**src/rtl/dmem_mmio_pkg.sv**
```systemverilog
// Shared constants for the data-memory / MMIO subsystem: MMIO register
// addresses, the RAM page mask, STATUS bit positions and the address decoder.
package dmem_mmio_pkg;

  localparam logic [31:0] ADDR_GPIO     = 32'hFFFF_0000;
  localparam logic [31:0] ADDR_CYCLES   = 32'hFFFF_0004;
  localparam logic [31:0] ADDR_TXDATA   = 32'hFFFF_0008;
  localparam logic [31:0] ADDR_STATUS   = 32'hFFFF_000C;

  // Any address with these bits clear lands in the RAM page.
  localparam logic [31:0] RAM_PAGE_MASK = 32'hFFFF_0000;

  localparam int STAT_FULL    = 0;
  localparam int STAT_EMPTY   = 1;
  localparam int STAT_OVF     = 2;
  localparam int STAT_CNT_LSB = 8;

  typedef enum logic [2:0] {
    SEL_NONE,
    SEL_RAM,
    SEL_GPIO,
    SEL_CYCLES,
    SEL_TXDATA,
    SEL_STATUS
  } sel_e;

  // Byte-address bits [1:0] never take part in the decode: every access is a word.
  function automatic sel_e addr_decode(input logic [31:0] a);
    logic [31:0] a_w;
    sel_e        sel;
    a_w = {a[31:2], 2'b00};
    sel = SEL_NONE;
    if ((a_w & RAM_PAGE_MASK) == 32'h0) begin
      sel = SEL_RAM;
    end else begin
      case (a_w)
        ADDR_GPIO:   sel = SEL_GPIO;
        ADDR_CYCLES: sel = SEL_CYCLES;
        ADDR_TXDATA: sel = SEL_TXDATA;
        ADDR_STATUS: sel = SEL_STATUS;
        default:     sel = SEL_NONE;
      endcase
    end
    return sel;
  endfunction

endpackage

```
**src/rtl/dmem_mmio_if.sv**
```systemverilog
// Core-side load/store bus plus the TX byte stream, bundled for dmem_mmio.
// slave = the memory subsystem, master = the core / TX consumer side.
interface dmem_mmio_if;
  logic        MemWrite;
  logic [31:0] ALUResult;
  logic [31:0] WriteData;
  logic [31:0] ReadData;
  logic [31:0] gpio_out;
  logic        tx_valid;
  logic [7:0]  tx_data;
  logic        tx_ready;

  modport slave (
    input  MemWrite, ALUResult, WriteData, tx_ready,
    output ReadData, gpio_out, tx_valid, tx_data
  );

  modport master (
    output MemWrite, ALUResult, WriteData, tx_ready,
    input  ReadData, gpio_out, tx_valid, tx_data
  );
endinterface

```
**src/rtl/dmem_mmio_sync_fifo.sv**
```systemverilog
// Synchronous FIFO with registered output (no fall-through from din_i).
// A push into a full FIFO is accepted only when a pop happens in the same cycle.
module sync_fifo #(
  parameter int WIDTH = 8,
  parameter int DEPTH = 8
) (
  input  logic                     clk,
  input  logic                     rst,
  input  logic                     push_i,
  input  logic                     pop_i,
  input  logic [WIDTH-1:0]         din_i,
  output logic [WIDTH-1:0]         dout_o,
  output logic                     full_o,
  output logic                     empty_o,
  output logic [$clog2(DEPTH):0]   count_o
);

  localparam int PW = $clog2(DEPTH);
  localparam int CW = PW + 1;

  logic [WIDTH-1:0] mem_q [DEPTH];
  logic [PW-1:0]    wr_ptr_q, wr_ptr_d;
  logic [PW-1:0]    rd_ptr_q, rd_ptr_d;
  logic [CW-1:0]    count_q, count_d;
  logic             push_ok, pop_ok;

  assign full_o  = (count_q == CW'(DEPTH));
  assign empty_o = (count_q == '0);
  assign count_o = count_q;
  assign dout_o  = mem_q[rd_ptr_q];

  assign pop_ok  = pop_i && !empty_o;
  assign push_ok = push_i && (!full_o || pop_ok);

  // Next pointers and occupancy; pointers wrap naturally since DEPTH is a power of 2.
  always_comb begin
    wr_ptr_d = wr_ptr_q;
    rd_ptr_d = rd_ptr_q;
    count_d  = count_q;
    if (push_ok) wr_ptr_d = wr_ptr_q + PW'(1);
    if (pop_ok)  rd_ptr_d = rd_ptr_q + PW'(1);
    case ({push_ok, pop_ok})
      2'b10:   count_d = count_q + CW'(1);
      2'b01:   count_d = count_q - CW'(1);
      default: count_d = count_q;
    endcase
  end

  // Pointer/count state; reset flushes the FIFO without touching storage.
  always_ff @(posedge clk or posedge rst) begin
    if (rst) begin
      wr_ptr_q <= '0;
      rd_ptr_q <= '0;
      count_q  <= '0;
    end else begin
      wr_ptr_q <= wr_ptr_d;
      rd_ptr_q <= rd_ptr_d;
      count_q  <= count_d;
    end
  end

  // Storage array, written at the tail on an accepted push.
  always_ff @(posedge clk) begin
    if (push_ok) mem_q[wr_ptr_q] <= din_i;
  end

endmodule

```
**src/rtl/dmem_mmio.sv**
```systemverilog
// Data memory for the single-cycle core: word RAM plus an MMIO page holding
// GPIO, a free-running cycle counter and a byte TX FIFO. Loads are combinational.
module dmem_mmio
  import dmem_mmio_pkg::*;
#(
  parameter int RAM_WORDS  = 64,
  parameter int FIFO_DEPTH = 8
) (
  input  logic        clk,
  input  logic        reset,
  dmem_mmio_if.slave  bus
);

  localparam int RAM_AW = $clog2(RAM_WORDS);
  localparam int CNT_W  = $clog2(FIFO_DEPTH) + 1;

  sel_e              sel;
  logic [RAM_AW-1:0] ram_idx;
  logic [31:0]       ram_q [RAM_WORDS];
  logic [31:0]       gpio_q, gpio_d;
  logic [31:0]       cycles_q, cycles_d;
  logic              ovf_q, ovf_d;
  logic              fifo_push, fifo_pop, fifo_drop;
  logic              fifo_full, fifo_empty;
  logic [7:0]        fifo_dout;
  logic [CNT_W-1:0]  fifo_count;
  logic [31:0]       status_rd;

  assign sel     = addr_decode(bus.ALUResult);
  assign ram_idx = bus.ALUResult[RAM_AW+1:2];

  assign fifo_push = bus.MemWrite && (sel == SEL_TXDATA);
  assign fifo_pop  = bus.tx_ready && !fifo_empty;
  // Full with no pop: the byte is lost and flagged.
  assign fifo_drop = fifo_push && fifo_full && !fifo_pop;

  sync_fifo #(
    .WIDTH (8),
    .DEPTH (FIFO_DEPTH)
  ) u_tx_fifo (
    .clk     (clk),
    .rst     (reset),
    .push_i  (fifo_push),
    .pop_i   (fifo_pop),
    .din_i   (bus.WriteData[7:0]),
    .dout_o  (fifo_dout),
    .full_o  (fifo_full),
    .empty_o (fifo_empty),
    .count_o (fifo_count)
  );

  assign bus.tx_valid = !fifo_empty;
  assign bus.tx_data  = fifo_dout;
  assign bus.gpio_out = gpio_q;

  // Register next-state: a CYCLES write beats the increment; an overflow beats its W1C.
  always_comb begin
    gpio_d   = gpio_q;
    cycles_d = cycles_q + 32'd1;
    ovf_d    = ovf_q;
    if (bus.MemWrite && (sel == SEL_GPIO))   gpio_d   = bus.WriteData;
    if (bus.MemWrite && (sel == SEL_CYCLES)) cycles_d = 32'h0;
    if (bus.MemWrite && (sel == SEL_STATUS) && bus.WriteData[STAT_OVF]) ovf_d = 1'b0;
    if (fifo_drop) ovf_d = 1'b1;
  end

  // MMIO registers, all cleared asynchronously.
  always_ff @(posedge clk or posedge reset) begin
    if (reset) begin
      gpio_q   <= '0;
      cycles_q <= '0;
      ovf_q    <= 1'b0;
    end else begin
      gpio_q   <= gpio_d;
      cycles_q <= cycles_d;
      ovf_q    <= ovf_d;
    end
  end

  // RAM is deliberately not reset so its contents survive a core reset.
  always_ff @(posedge clk) begin
    if (bus.MemWrite && (sel == SEL_RAM)) ram_q[ram_idx] <= bus.WriteData;
  end

  // STATUS word assembly.
  always_comb begin
    status_rd                          = '0;
    status_rd[STAT_FULL]               = fifo_full;
    status_rd[STAT_EMPTY]              = fifo_empty;
    status_rd[STAT_OVF]                = ovf_q;
    status_rd[STAT_CNT_LSB +: 8]       = 8'(fifo_count);
  end

  // Zero-latency load mux; TXDATA and unmapped addresses read as 0.
  always_comb begin
    bus.ReadData = 32'h0;
    case (sel)
      SEL_RAM:    bus.ReadData = ram_q[ram_idx];
      SEL_GPIO:   bus.ReadData = gpio_q;
      SEL_CYCLES: bus.ReadData = cycles_q;
      SEL_STATUS: bus.ReadData = status_rd;
      default:    bus.ReadData = 32'h0;
    endcase
  end

endmodule

```
**src/flat_wrapper.sv**
```systemverilog
// flat-port wrapper written by rule: the top's interface ports become plain ports
module dmem_mmio_flat import dmem_mmio_pkg::*;
#(
  parameter int RAM_WORDS  = 64,
  parameter int FIFO_DEPTH = 8
)
  (clk, reset, bus_MemWrite, bus_ALUResult, bus_WriteData, bus_tx_ready, bus_ReadData, bus_gpio_out, bus_tx_valid, bus_tx_data);
  dmem_mmio_if bus_i ();
  input  logic clk;
  input  logic reset;
  input wire logic [$bits(bus_i.MemWrite)-1:0] bus_MemWrite;
  input wire logic [$bits(bus_i.ALUResult)-1:0] bus_ALUResult;
  input wire logic [$bits(bus_i.WriteData)-1:0] bus_WriteData;
  input wire logic [$bits(bus_i.tx_ready)-1:0] bus_tx_ready;
  output wire logic [$bits(bus_i.ReadData)-1:0] bus_ReadData;
  output wire logic [$bits(bus_i.gpio_out)-1:0] bus_gpio_out;
  output wire logic [$bits(bus_i.tx_valid)-1:0] bus_tx_valid;
  output wire logic [$bits(bus_i.tx_data)-1:0] bus_tx_data;
  assign bus_i.MemWrite = bus_MemWrite;
  assign bus_i.ALUResult = bus_ALUResult;
  assign bus_i.WriteData = bus_WriteData;
  assign bus_i.tx_ready = bus_tx_ready;
  assign bus_ReadData = bus_i.ReadData;
  assign bus_gpio_out = bus_i.gpio_out;
  assign bus_tx_valid = bus_i.tx_valid;
  assign bus_tx_data = bus_i.tx_data;
  dmem_mmio #(.RAM_WORDS(RAM_WORDS), .FIFO_DEPTH(FIFO_DEPTH)) u_core (.clk(clk), .reset(reset), .bus(bus_i));
endmodule
```
**config.mk**
```make
export PLATFORM = sky130hd
export DESIGN_NAME = dmem_mmio_flat
export DESIGN_NICKNAME = d
export VERILOG_FILES = /design/src/rtl/dmem_mmio_pkg.sv /design/src/rtl/dmem_mmio_if.sv /design/src/rtl/dmem_mmio_sync_fifo.sv /design/src/rtl/dmem_mmio.sv /design/src/flat_wrapper.sv
export SDC_FILE = /design/constraint.sdc
export NUM_CORES = 2
export LEC_CHECK = 0
export ABC_CLOCK_PERIOD_IN_PS = 8400
export BUFFER_PORTS_ARGS = -buffer_cell sky130_fd_sc_hd__buf_2
export CAP_MARGIN = 15
export CORE_UTILIZATION = 51
export DETAILED_ROUTE_END_ITERATION = 16
export PLACE_DENSITY = 0.77
export SYNTH_ARGS = -nofsm -noshare
export SYNTH_HDL_FRONTEND = slang
export SYNTH_HIERARCHICAL = 1
export SYNTH_SLANG_ARGS = --single-unit
export TNS_END_PERCENT = 20
```
**constraint.sdc**
```tcl
create_clock -name clk -period 8.4 [get_ports clk]
set_input_delay 2.1 -clock clk [delete_from_list [all_inputs] [get_ports clk]]
set_output_delay 2.1 -clock clk [all_outputs]
set_load 0.02 [all_outputs]
```
==> results list <==
- Cell type contributing the most total cell area after synthesis: sky130_fd_sc_hd__edfxtp_1
* Cell row count: about 150
- Setup slack on the worst flop-to-flop path: between 4 and 5 ns
* CTS H-tree depth: 4
* Number of buffers created by CTS: 204
- After floorplanning, the core was sized to cover 166000 um^2.
- Overflow left after global routing: 0
- Post-route clock skew: 0.0215 ns
- CTS root buf: sky130_fd_sc_hd__clkbuf_16
- For this run, the detailed router's first-pass iteration total came to 8.
- In the final layout, the share of cells above drive strength 1 is 0.291.
- For this run, the slowest stage of the critical path takes 0.77 ns.
* Critical Path RT: between 6 and 7 ns
* DRC errors left: 0
* Sequential element share of the synthesized area: 0.764
* Hold Vio Cnt, Final: 0
- Clock latency at the later pin of the worst-skew pair: 0.83 ns
* Chip Width: 411 um
* Peak supply drop: 169 uV
- Among all flip-flop cells after synthesis, the most frequent one is sky130_fd_sc_hd__edfxtp_1.
* Initial antenna violation count: 27
* Post-route clock period utilization: 0.949
* Status: complete, no violations
- Initial DRC count: 7566
* Post-layout worst setup margin: ~0.43 ns
* Final setup violation count: 0
- After synthesis the netlist holds a flip-flop and latch count of between 2k and 2.5k.
- Across every metal layer, demand over resource in global routing totals 0.280.
- Number of nets in the synthesized netlist: around 4.0k
- EDFF count, synth: about 2.1k
- After clock tree synthesis, the repair step resized 0 gates.
- Setup repair after global routing left no endpoint under its margin.
- Average wire per cell in the routed design: 35.5 um
* Average cell area after synthesis: 21.6 um^2
- Most common cell after layout, fill and taps aside: sky130_fd_sc_hd__edfxtp_1
- The mapped netlist covers 85400 um^2.
* Share of synthesized flip-flops with an asynchronous set or reset: 0.0343
- On the critical path, the stage with the largest delay is an instance of sky130_fd_sc_hd__a32oi_1.
- Maximum clock insertion buffer count: 3
- Cell depth of the worst flop-to-flop path: 11
* Die Height: 411 um
* Post-layout net count: 4386
- Yosys printed 6 warnings.
- CTS saw 2187 sinks.
- Largest net degree at the start of global routing: 90
* Clock tree from TritonCTS: yes
- Crit path time final: ~8 ns
- Along the worst path, the maximum fanout reaches 63.
- Once the clock tree was built, the setup fixing pass inserted 0 buffers.
- By instance count, the cell type seen most on the critical path is sky130_fd_sc_hd__mux4_2.
- Slew of the pin with the lowest slew margin: about 1.3 ns
* Remaining antenna violation count: 0
- Max-slew headroom at the worst pin: 0.149
* Starting density of the core: 0.516
* Detailed Place HPWL: 136 mm
* Cell area power density: about 230 nW/um^2
- For this design the static power due to leakage is 31.4 nW.
* Reg2Reg Capture Point: u_core/u_tx_fifo/count_o[3]
* Worst hold-check path type: flip-flop to flip-flop
* Most frequent cells in the layout: sky130_fd_sc_hd__edfxtp_1 (2112), sky130_fd_sc_hd__mux4_2 (501), sky130_fd_sc_hd__buf_4 (217)
* Fraction of post-synthesis cell area in the top cell type by area: 0.742
- Gp weighted congestion: slightly below 1
- Across all layers, the routed design uses 45.1k vias.
* Count of buffers inserted at the top-level ports: ~140
- Type of destination of the critical path: primary output
- Maxcap violations: 0
* Critical path, cell by cell: buf_8, buf_12, mux4_2, mux4_2, a32oi_1, nand3_1, buf_2
* Area enclosed by the die boundary: 169000 um^2
- The area growth from synthesis to layout is 13.2%.
* End point of the critical path: bus_ReadData[10]
- At the placement stage, the worst setup path has a slack of roughly 0.65 ns.
- Crit path launch: bus_ALUResult[2]
- First-pass GRT wire length: 329 mm
- Detailed Route WL: 237 mm
* I/O pin count: 141
* Post-synthesis instance total: roughly 4k
* CP Class: input pin to primary output
- For this run, the top clock speed supported by timing is roughly 0.13 GHz.
* Worst EP arrival: 5.87 ns
- Vias in the first global route: ~44k
* Synth unique cells: 77
* Final-report max-slew violation count: 0
- After clock tree synthesis, the clock-pin slew on the worst setup and hold paths is ~0.060 ns.
- Setup TNS: 0 ns
- STA classifies the critical path startpoint as an input pin.
* Largest cells by area after synthesis: sky130_fd_sc_hd__edfxtp_1 (74%), sky130_fd_sc_hd__mux4_2 (13%), sky130_fd_sc_hd__dfrtp_1 (2.2%)
* Worst reg2reg startpoint: u_core/u_tx_fifo/count_o[0]
* Routed vias/inst: 6.75
- The number of hold buffers added after CTS was 0.
==> metal layers <==
layer / part of all wire / vias up / global-route usage
met5: 0.00058 / - / 0
met4: 0.054 / 22 / 0.132
met3: 0.14 / 628 / 0.0900
met2: 0.46 / 3680 / 0.424
met1: 0.34 / 23400 / 0.369
li1: - / 17400 / -
==> worst min path at each step <==
stage | to | slack, ns | depth (start not counted) | start
floorplan | u_core/u_tx_fifo/wr_ptr_q[0] | 0.49 | 2 | u_core/u_tx_fifo/wr_ptr_q[0]
global placement | u_core/ovf_q | 0.51 | 2 | u_core/ovf_q
detailed placement | u_core/ovf_q | 0.53 | 2 | u_core/ovf_q
CTS | u_core/ovf_q | 0.54 | 2 | u_core/ovf_q
global route | u_core/bus.gpio_out[9] | 0.59 | 1 | u_core/bus.gpio_out[9]
finish | u_core/u_tx_fifo/wr_ptr_q[0] | 0.55 | 2 | u_core/u_tx_fifo/wr_ptr_q[0]
==> power breakdown <==
part           leakage [nW]  internal, mW  total, mW  switching [mW]
combinational          8.11         0.516       1.33           0.812
clock                  3.30          5.33       9.28            3.95
sequential             20.0          12.0       12.0          0.0645
total                  31.4          17.8       22.6            4.83
==> cell usage after synthesis, drive strengths merged, types with 5 or more instances <==
master   number
xnor2        22
nand3        67
a21oi        32
nand4        20
nor2b        12
or3          11
o2111ai       9
clkbuf       74
nand4b        5
or2           5
and2         10
o211a         5
o311ai        9
mux4        513
nand2b       10
xor2         10
o22ai        15
ha            5
a221oi       14
a2bb2oi       9
o22a          9
nor2         93
a32oi        14
o211ai       11
edfxtp     2112
and4          8
or4           5
a22o         13
mux2i       177
a211oi       16
and3          6
mux2         47
o21ai        21
nand2       151
o31ai         5
nor4         18
nor3         38
a22oi        76
inv          23
buf         147
or4b          6
dfrtp        75
==> cells by family (layout without fill, tap and decap cells) <==
logic type      count (synthesis)  in the layout  synth area share
compound gates                282            282            0.0249
xor+xnor                       32             32           0.00328
fa+ha+maj                       6              6          0.000966
buf+inv                       245            770            0.0159
flops                        2187           2187             0.764
mux                           737            737             0.164
other cells                     0              8                 0
simple gates                  469            469            0.0267
==> critical path, delay by kind of cell <==
| kind | cells | cell delay, ns |
|---|---|---|
| buf+inv | 3 | 1.23 |
| mux | 2 | 1.08 |
| compound gates | 1 | 0.77 |
| simple gates | 1 | 0.60 |
==> per-stage QoR <==
| stage | instances | total power, mW | hold WS [ns] | utilization | instance area [um^2] |
|---|---|---|---|---|---|
| after global placement | 6290 | 13.5 | 0.512 | 0.543 | 89900 |
| after global routing | 6672 | 23.1 | 0.586 | 0.584 | 96700 |
| after CTS | 6669 | 22.7 | 0.539 | 0.584 | 96700 |
| final | 6680 | 22.6 | 0.551 | 0.584 | 96700 |
| after floorplan | 3958 | 13.0 | 0.487 | - | 85400 |
| after detailed placement | 6292 | 13.6 | 0.527 | 0.543 | 89900 |
==> sequential cells by signal, summed over array words and instances (netlist names) <==
| name | flops |
|---|---|
| u_core/cycles_q | 32 |
| u_core/u_tx_fifo/wr_ptr_q | 3 |
| u_core/u_tx_fifo/count_o | 4 |
| u_core/ram_q | 2048 |
| u_core/u_tx_fifo/rd_ptr_q | 3 |
| u_core/u_tx_fifo/mem_q | 64 |
| u_core/bus.gpio_out | 32 |
| u_core/ovf_q | 1 |
==> final cells by class <==
class                      count  area, um^2
tap                         2189        2740
multi-input combinational   1526       19200
clock buffer                 251        5490
inverter                      24        92.6
timing repair buffer         369        2640
antenna                        8        20.0
sequential                  2187       65300
fill                       11400       68800
clock inverter               126        1220
(Power assumes the default switching activity.)
